--- config.mk ---
export PLATFORM = sky130hd
export DESIGN_NAME = arbitro_wrr
export DESIGN_NICKNAME = d
export VERILOG_FILES = /design/src/rtl/arb_pkg.sv /design/src/rtl/wrr_select.sv /design/src/rtl/arbitro_wrr.sv
export SDC_FILE = /design/constraint.sdc
export NUM_CORES = 1
export LEC_CHECK = 0
export CORE_AREA = 2 2 72 74
export DETAILED_ROUTE_END_ITERATION = 6
export DIE_AREA = 0 0 74 76
export GPL_ROUTABILITY_DRIVEN = 0
export PLACE_DENSITY = 0.8
export SKIP_CTS_REPAIR_TIMING = 1
export SYNTH_ARGS = -nofsm -noshare
export SYNTH_HDL_FRONTEND = slang
export SYNTH_SLANG_ARGS = --single-unit
--- constraint.sdc ---
create_clock -name clk -period 8.9 [get_ports clk]
set_clock_uncertainty 0.15 [all_clocks]
set_input_delay 1.78 -clock clk [delete_from_list [all_inputs] [get_ports clk]]
set_output_delay 1.78 -clock clk [all_outputs]
set_load 0.05 [all_outputs]
--- src/rtl/arb_pkg.sv ---
// -----------------------------------------------------------------------------
// arb_pkg
// Shared types and constants for the arbitro_wrr weighted round-robin scheduler.
//   arb_state_e  : transfer FSM states (IDLE -> POP -> CAPT -> WAIT -> IDLE)
//   CLASS_*/DEST_* : bit positions of the class and destination fields in a
//                    default-width word (offsets are applied for other widths)
//   W*_DEF       : default per-queue weights
//   eff_weight() : maps a configured weight onto its 3-bit effective value
// -----------------------------------------------------------------------------
package arb_pkg;

   typedef enum logic [1:0] {
      IDLE = 2'd0,
      POP  = 2'd1,
      CAPT = 2'd2,
      WAIT = 2'd3
   } arb_state_e;

   localparam int WORD_SIZE_DEF = 12;
   localparam int CLASS_HI      = WORD_SIZE_DEF - 1;
   localparam int CLASS_LO      = WORD_SIZE_DEF - 2;
   localparam int DEST_HI       = WORD_SIZE_DEF - 3;
   localparam int DEST_LO       = WORD_SIZE_DEF - 4;

   localparam int unsigned W0_DEF = 4;
   localparam int unsigned W1_DEF = 3;
   localparam int unsigned W2_DEF = 2;
   localparam int unsigned W3_DEF = 1;

   // Weights live in a 3-bit range; a zero weight would starve its own queue,
   // so it is promoted to a single grant.
   function automatic logic [2:0] eff_weight(input int unsigned w);
      logic [2:0] w3;
      w3 = 3'(w);
      return (w3 == 3'd0) ? 3'd1 : w3;
   endfunction

endpackage

--- src/rtl/wrr_select.sv ---
// -----------------------------------------------------------------------------
// wrr_select
// Grant pointer and credit counter of the weighted round-robin scheduler.
// Ports:
//   clk, reset    : clock, synchronous active-low reset
//   fifos_empty   : empty flags of input queues 0..3
//   eligible      : the FSM may issue a new grant this cycle
//   advance       : commit the offered grant (update grant_q / credit)
//   grant         : queue that would be granted this cycle
//   valid         : grant is meaningful (eligible and a queue is non-empty)
//   grant_q       : last committed grant
// -----------------------------------------------------------------------------
module wrr_select
   import arb_pkg::*;
#(
   parameter int unsigned W0 = W0_DEF,
   parameter int unsigned W1 = W1_DEF,
   parameter int unsigned W2 = W2_DEF,
   parameter int unsigned W3 = W3_DEF
) (
   input  logic       clk,
   input  logic       reset,
   input  logic [3:0] fifos_empty,
   input  logic       eligible,
   input  logic       advance,
   output logic [1:0] grant,
   output logic       valid,
   output logic [1:0] grant_q
);

   logic [1:0] grant_d;
   logic [2:0] credit_q;
   logic [2:0] credit_d;
   logic [2:0] credit_nxt;
   logic [1:0] cand;
   logic       found;

   function automatic logic [2:0] weight_of(input logic [1:0] q);
      case (q)
         2'd0:    weight_of = eff_weight(W0);
         2'd1:    weight_of = eff_weight(W1);
         2'd2:    weight_of = eff_weight(W2);
         default: weight_of = eff_weight(W3);
      endcase
   endfunction

   // Remaining credit keeps the current queue; an empty current queue falls
   // through to the rotation scan and thereby forfeits whatever credit it had.
   // The scan visits grant_q last (k == 4 wraps to +0).
   always_comb begin
      // NOTE: every variable gets a default before any branch so no path
      // leaves it unassigned, which would otherwise infer a latch.
      grant      = grant_q;
      credit_nxt = credit_q;
      found      = 1'b0;
      cand       = grant_q;
      if (!fifos_empty[grant_q] && credit_q != 3'd0) begin
         found      = 1'b1;
         credit_nxt = credit_q - 3'd1;
      end else begin
         for (int k = 1; k <= 4; k++) begin
            cand = grant_q + 2'(k);
            if (!found && !fifos_empty[cand]) begin
               found      = 1'b1;
               grant      = cand;
               credit_nxt = weight_of(cand) - 3'd1;
            end
         end
      end
      valid = eligible && found;
   end

   always_comb begin
      grant_d  = grant_q;
      credit_d = credit_q;
      if (advance) begin
         grant_d  = grant;
         credit_d = credit_nxt;
      end
   end

   always_ff @(posedge clk) begin
      // NOTE: state registers use non-blocking assignments so every flop
      // samples pre-edge values regardless of process ordering.
      if (!reset) begin
         grant_q  <= 2'd3;
         credit_q <= 3'd0;
      end else begin
         grant_q  <= grant_d;
         credit_q <= credit_d;
      end
   end

endmodule

--- src/rtl/arbitro_wrr.sv ---
// -----------------------------------------------------------------------------
// arbitro_wrr
// Weighted round-robin scheduler moving words from four input class FIFOs to
// four output destination FIFOs. Word: [11:10] class, [9:8] dest, [7:0] data.
// Build option: ARB_PERPORT_STALL_EN -- when defined, only the destination of
// a captured word can stall the transfer; when undefined, any almost-full
// output blocks new grants.
// Ports:
//   clk, reset           : clock, synchronous active-low reset
//   fifos_empty          : empty flags of input FIFOs 0..3
//   fifos_almost_full    : almost-full flags of output FIFOs 0..3
//   fifo_data_in0..3     : input FIFO read data, valid the cycle after a pop
//   fifos_pop            : one-hot pop pulse to the input FIFOs
//   fifos_push           : one-hot push pulse to the output FIFOs
//   fifo_data_out_cond   : pushed word, zero in every non-push cycle
//   grant_q              : last granted input queue
//   arb_busy             : high while a transfer is in flight (state != IDLE)
// -----------------------------------------------------------------------------
module arbitro_wrr
   import arb_pkg::*;
#(
   parameter int          WORD_SIZE = WORD_SIZE_DEF,
   parameter int unsigned W0        = W0_DEF,
   parameter int unsigned W1        = W1_DEF,
   parameter int unsigned W2        = W2_DEF,
   parameter int unsigned W3        = W3_DEF
) (
   input  logic                 clk,
   input  logic                 reset,
   input  logic [3:0]           fifos_empty,
   input  logic [3:0]           fifos_almost_full,
   input  logic [WORD_SIZE-1:0] fifo_data_in0,
   input  logic [WORD_SIZE-1:0] fifo_data_in1,
   input  logic [WORD_SIZE-1:0] fifo_data_in2,
   input  logic [WORD_SIZE-1:0] fifo_data_in3,
   output logic [3:0]           fifos_pop,
   output logic [3:0]           fifos_push,
   output logic [WORD_SIZE-1:0] fifo_data_out_cond,
   output logic [1:0]           grant_q,
   output logic                 arb_busy
);

   // Field positions track the top of the word when WORD_SIZE is overridden.
   localparam int DSH = WORD_SIZE - WORD_SIZE_DEF;

   arb_state_e           state_q, state_d;
   logic [3:0]           pop_q, pop_d;
   logic [3:0]           push_q, push_d;
   logic [WORD_SIZE-1:0] out_q, out_d;
   logic [WORD_SIZE-1:0] hold_q, hold_d;
   logic                 busy_q, busy_d;
   logic [WORD_SIZE-1:0] data_sel;
   logic [1:0]           grant;
   logic [1:0]           dest;
   logic                 eligible;
   logic                 valid;

   assign dest = hold_q[DEST_HI+DSH : DEST_LO+DSH];

`ifdef ARB_PERPORT_STALL_EN
   assign eligible = (state_q == IDLE);
`else
   assign eligible = (state_q == IDLE) && (fifos_almost_full == 4'b0000);
`endif

   wrr_select #(
      .W0 (W0),
      .W1 (W1),
      .W2 (W2),
      .W3 (W3)
   ) u_sel (
      .clk         (clk),
      .reset       (reset),
      .fifos_empty (fifos_empty),
      .eligible    (eligible),
      .advance     (valid),
      .grant       (grant),
      .valid       (valid),
      .grant_q     (grant_q)
   );

   always_comb begin
      case (grant_q)
         2'd0:    data_sel = fifo_data_in0;
         2'd1:    data_sel = fifo_data_in1;
         2'd2:    data_sel = fifo_data_in2;
         default: data_sel = fifo_data_in3;
      endcase
   end

   // Pop and push pulses are one-cycle strobes; the push of a word shares its
   // IDLE cycle with the next grant decision, so pop and push never overlap.
   always_comb begin
      state_d = state_q;
      pop_d   = 4'b0000;
      push_d  = 4'b0000;
      out_d   = '0;
      hold_d  = hold_q;
      case (state_q)
         IDLE: begin
            if (valid) begin
               state_d = POP;
               pop_d   = 4'b0001 << grant;
            end
         end
         POP:  state_d = CAPT;
         CAPT: begin
            hold_d  = data_sel;
            state_d = WAIT;
         end
         WAIT: begin
            if (!fifos_almost_full[dest]) begin
               state_d = IDLE;
               push_d  = 4'b0001 << dest;
               out_d   = hold_q;
            end
         end
         default: state_d = IDLE;
      endcase
      busy_d = (state_d != IDLE);
   end

   always_ff @(posedge clk) begin
      if (!reset) begin
         state_q <= IDLE;
         pop_q   <= 4'b0000;
         push_q  <= 4'b0000;
         out_q   <= '0;
         hold_q  <= '0;
         busy_q  <= 1'b0;
      end else begin
         state_q <= state_d;
         pop_q   <= pop_d;
         push_q  <= push_d;
         out_q   <= out_d;
         hold_q  <= hold_d;
         busy_q  <= busy_d;
      end
   end

   assign fifos_pop          = pop_q;
   assign fifos_push         = push_q;
   assign fifo_data_out_cond = out_q;
   assign arb_busy           = busy_q;

endmodule

# --- After elaboration in Yosys (flattened, before gate mapping) ---
# Index checks and enable logic that the tools add are counted.
totals:
  register_bits: 40
  input_bits: 58
  out_inout_bits: 23
  elab_cells: 104
classes:
  n_addsub: 8
  n_lt_le_gt_ge: 5
  eq_ne: 12
  shift: 2
  n_mux: 44
  n_bitwise: 2
  reduce_logical: 23
op_table:
  columns: ["cell", "n"]
  rows:
  - ["two-way mux 3 bit", 13]
  - ["case mux 12 bit (3 select lines)", 1]
  - ["case mux 3 bit (3 select lines)", 4]
  - ["less-than comparator 2 x 3 -> 1 bit, second input constant", 5]
  - ["subtractor 3 x 1 -> 3 bit, second input constant", 5]
  - ["two-way mux 2 bit", 7]
  - ["two-way mux 1 bit", 13]
  - ["equality test 2 bit, second input constant", 6]
  - ["binary-select mux 1 bit (select 2 bit)", 5]
  - ["equality test 2 x 1 -> 1 bit, second input constant", 5]
  - ["zero test 2 bit", 5]
  - ["case mux 2 bit (4 select lines)", 1]
  - ["left shift 1 x 2 -> 4 bit, first input constant", 2]
  - ["logical AND 1 bit", 6]
  - ["zero test 1 bit", 6]
  - ["!= test 5 x 4 -> 1 bit, second input constant", 1]
  - ["adder 2 bit, second input constant", 2]
  - ["zero test 4 bit", 1]
  - ["AND reduction 3 bit", 1]
  - ["nonzero test 3 bit", 1]
  - ["OR reduction 3 bit", 1]
  - ["adder 2 x 1 -> 2 bit, second input constant", 1]
  - ["NOT 1 bit", 2]
  - ["AND reduction 2 bit", 1]
  - ["nonzero test 2 bit", 1]

# --- Depth between registers and ports, before layout ---
depth:
  word_depth: 21
  mapped_depth: 14
  ltp_nobuf: 13

# --- Cells and area by module ---
# Synthesis repeated with hierarchy kept, for this count alone.
hier_totals:
  hier_cells: 222
  area_unflattened_um2: 2302.2
modules_own_cells:
  columns: ["module", "n_inst", "cells_per_inst", "area_each_um2", "seq_area_each_um2"]
  rows:
  - ["arbitro_wrr", 1, 124, 1500.2, 700.7]
  - ["wrr_select", 1, 98, 802.0, 100.1]

# --- Least setup slack after synthesis ---
# OpenSTA, ideal clock, no wires.
synth_timing:
  path_type: "input -> register"
  startpoint: "input port fifos_empty[3]"
  endpoint: "register u_sel.credit_q[2]"
  setup_ns: 0.072
  t_arrival_ns: 3.716
  required_ns: 8.678
  slack_ns: 4.962
  stages: 10
  n_path_buf: 0
  path_cell_list: "mux4_1 > nand2_1 > a21oi_1 > xnor2_1 > nor3_1 > a221oi_1 > ha_1 > and3_1 > or3_1 > mux2i_1"
synth_between:
  elab_chain_len: 18
  word_cells_on_any_way: 33
  cone_classes: "eq/ne: 1; mux: 20; reduce/logical: 12"
synth_rtl:
  columns: ["element", "line", "source"]
  rows:
  - ["from (decl)", "arbitro_wrr.sv:30", "input logic [3:0] fifos_empty,"]
  - ["binary-select mux 1 bit (select 2 bit)", "wrr_select.sv:63", "if (!found && !fifos_empty[cand]) begin"]
  - ["two-way mux 1 bit (implied by the code)", "wrr_select.sv:63", null]
  - ["two-way mux 1 bit", "wrr_select.sv:63", null]
  - ["two-way mux 1 bit", "wrr_select.sv:57", "if (!fifos_empty[grant_q] && credit_q != 3'd0) begin"]
  - ["zero test 1 bit", "wrr_select.sv:63", null]
  - ["logical AND 1 bit", "wrr_select.sv:63", null]
  - ["two-way mux 1 bit", "wrr_select.sv:63", null]
  - ["two-way mux 1 bit", "wrr_select.sv:57", null]
  - ["(+2 left out)", null, null]
  - ["two-way mux 1 bit", "wrr_select.sv:63", null]
  - ["two-way mux 1 bit", "wrr_select.sv:57", null]
  - ["zero test 1 bit", "wrr_select.sv:63", null]
  - ["logical AND 1 bit", "wrr_select.sv:63", null]
  - ["two-way mux 1 bit", "wrr_select.sv:63", null]
  - ["two-way mux 1 bit", "wrr_select.sv:57", null]
  - ["logical AND 1 bit", "wrr_select.sv:70", "valid = eligible && found;"]
  - ["AND reduction 2 bit (no source line)", null, null]
  - ["to (signal assigned)", "wrr_select.sv:90", "credit_q <= credit_d;"]
  - ["to (decl)", "wrr_select.sv:32", "logic [2:0] credit_q;"]
# Several ways; a longest one is shown, not always the timed one. The select of a mux whose other input is x is not followed.
# A chain may end at the register's enable or synchronous reset.

# --- Worst setup path after layout ---
layout_timing:
  startpoint: "input port fifos_empty[2]"
  endpoint: "register u_sel.credit_q[2]"
# Same word-level chain as after synthesis.

==> results by group <==
Logic synthesis
  – Mean post-synth cell area: between 8 and 9 µm²
  – Yosys reg bits: 40
  – Synthesized instance count: 252
  – Mapped Nets: 318
  – Sequential element share of the synthesized area: 37.6%
  – Synth Cell Area: 2130 µm²
  – Yosys cell types: 44
  – Yosys warns: 0

Detailed routing
  – DRT Wirelength: between 5 and 6 mm
  – Drt pass-1 iters: 6
  – Met3 Routed Length: about 270 µm
  – Routed Antenna Nets: 0
  – WL per Instance: around 14 µm
  – Detailed Route Iter0 Violations: between 150 and 200
  – Met2 wire len: 2.62 mm
  – Top Layer Used: met4
  – Vias per cell: 5.22
  – # DRC: 0
  – WL met1: about 2.4 mm
  – Via count: 2068

Final layout
  – Commonest non-fill, non-tap cell in the layout: clkdlybuf4s50_1
  – Final Util: 62.5%
  – Filler cells: 439
  – # diodes: 0
  – Post-layout instance area: 3070 µm²
  – Multi-input logic area: around 1300 µm²
  – Layout cells sized above 1: between 5 and 6%
  – Final #Nets: 391
  – Register area: 801 µm²
  – Area Overhead vs Synth: 44.3%
  – Commonest cells after routing, fill and taps aside: clkdlybuf4s50_1 (80), nor2_1 (52), dfxtp_1 (40)

Floorplan
  – Num ports: 81
  – Initial core utilization: approximately 43%
  – Placeable Area: 4910 µm²
  – Row count: 26
  – Die height: 76 µm
  – Die area: 5620 µm²
  – Die width: 74 µm

Setup path
  – Worst EP arrival: 4470 ps
  – Reg-to-reg slack, setup: 5250 ps
  – Max FO, Critical Path: 9
  – Setup CP Type: input port to flip-flop
  – Worst setup SP type: input port
  – CP Capture Type: flip-flop
  – Critical path required time: between 8000 and 9000 ps

STA
  – Final min period: 4430 ps
  – Max Slew Vio Count: 0
  – Final Cycle Share: about 50%
  – Fin Setup TNS: 0 ps
  – Fmax: 226 MHz
  – Setup violators final: 0
  – Unrepaired setup endpoints after global routing: no
  – Hold Violations, Final: 0
  – Worst-Margin Slew: 871 ps
  – Relative slew margins: 41.9%

GRT
  – Largest net degree at the start of global routing: 28
  – GRT Overall Usage: 20.1%
  – Vias in the first global route: 1949
  – Overflow after GRT: 0
  – Initial antenna violation count: 0
  – First-pass GRT wire length: between 9 and 10 mm

Power and ir drop
  – Switching power: 0.000106 W
  – Clk pwr share: around 36%
  – Proportion of power drawn by combinational gates: 19.3%
  – Cell internal pwr: 0.000311 W
  – P per Cell Area: 136 nW/µm²
  – Switching share of power: between 20% and 30%
  – Seq pwr share: 44.5%
  – Worst vdd ir: 83.4 µV
  – P_leak: ~1.2 nW

Clock network
  – Clock Latency Late Sink: 300 ps
  – Num CTS Buffers: 5
  – Total clock sinks: 40
  – Worst-case clock buffer depth: 2
  – CTS tree: yes
  – Clk root buf: clkbuf_8
  – H-tree levels: 2
  – Worst-path clk slew: 80 ps

Min path
  – Class of the most critical hold timing path: flip-flop to flip-flop

Run status
  – Outcome: complete, no violations

Placement
  – Buffers on Ports: 80
  – Placed cell area: just under 3000 µm²
  – Post-DP HPWL: 4.09 mm

Job
  – Max-cap violation count: 0
[cell usage after synthesis, drive strengths merged]
cell type	n	area, µm²
a211o	1	8.76
a211oi	3	27.5
a21bo	1	10.0
a21o	1	7.51
a21oi	34	174
a221oi	1	8.76
a222oi	12	120
a32oi	1	8.76
and2	13	81.3
and3	3	18.8
and4b	1	10.0
buf	5	27.5
clkbuf	9	33.8
dfxtp	40	801
ha	8	100
inv	4	15.0
mux2	1	11.3
mux2i	4	40.0
mux4	5	120
nand2	14	52.6
nand2b	4	32.5
nand3	3	15.0
nand3b	1	7.51
nor2	52	195
nor2b	3	18.8
nor3	4	20.0
nor4	2	12.5
o211ai	2	15.0
o21ai	7	35.0
o22ai	1	6.26
o311a	1	10.0
o31a	1	8.76
o31ai	1	7.51
or2	1	6.26
or2b	1	7.51
or3	3	18.8
xnor2	4	35.0
[worst max-delay path: stages]
cell and delay (ps):
clkdlybuf4s50_1 550, mux4_1 700, nand2_1 160, a21oi_1 70
xnor2_1 130, nor3_1 140, a221oi_1 80, ha_1 240
nor4_1 260, o21ai_0 130, o211ai_1 140, mux2i_1 90
[through the flow]
stage / worst slack [ps] / hold slack (ps) / std cells / power, W
final: 4470 / 318 / 396 / 0.000417
after global routing: 4170 / 346 / 396 / 0.000434
after CTS: 4500 / 323 / 396 / 0.000418
after detailed placement: 4180 / 298 / 388 / 0.000269
after global placement: 4300 / 289 / 388 / 0.000268
after floorplan: 4960 / 280 / 252 / 0.000233
[final cells by class]
class                           instances  area share [%]
Multi-Input combinational cell        194            40.7
Clock buffer                            5            2.24
Tap cell                               70            2.85
Clock inverter                          3            1.51
Timing Repair Buffer                   80            26.1
Sequential cell                        40            26.1
Inverter                                4           0.489
[worst paths after layout]
check,from,depth (start not counted),to
max,fifos_empty[2],12,u_sel.credit_q[2]
min,hold_q[1],1,fifo_data_out_cond[1]
max reg2reg,u_sel.grant_q[0],13,u_sel.credit_q[2]
min reg2reg,hold_q[1],1,fifo_data_out_cond[1]
[cell families after synthesis]
logic type | synth area share (%)
AND/OR/NAND/NOR | 23.3
adder cells (fa/ha/maj) | 4.70
multiplexers | 8.05
flip-flops | 37.6
AO/OA/AOI/OAI | 21.0
buffers and inverters | 3.59
XOR/XNOR | 1.65
[routing by layer]
metal  up-vias  GRT usage (%)
met3        12           3.57
met2        68           31.3
met5         -              0
met4         0           9.45
met1       937           26.6
li1       1051              -
[state kept, by name, summed over array words and instances (netlist names)]
register            count
fifo_data_out_cond     12
hold_q                 12
u_sel.grant_q           2
fifos_pop               4
u_sel.credit_q          3
fifos_push              4
arb_busy                1
state_q                 2
[power by group through the flow]
stage / Combinational, W / Clock (W) / Sequential [W]
final: 0.0000806 / 0.000150 / 0.000186
after global routing: 0.0000883 / 0.000159 / 0.000186
after CTS: 0.0000803 / 0.000152 / 0.000186
after detailed placement: 0.0000796 / 0 / 0.000190
after global placement: 0.0000782 / 0 / 0.000190
after floorplan: 0.0000420 / 0 / 0.000191
No activity file was read; power rests on OpenSTA's default activity.
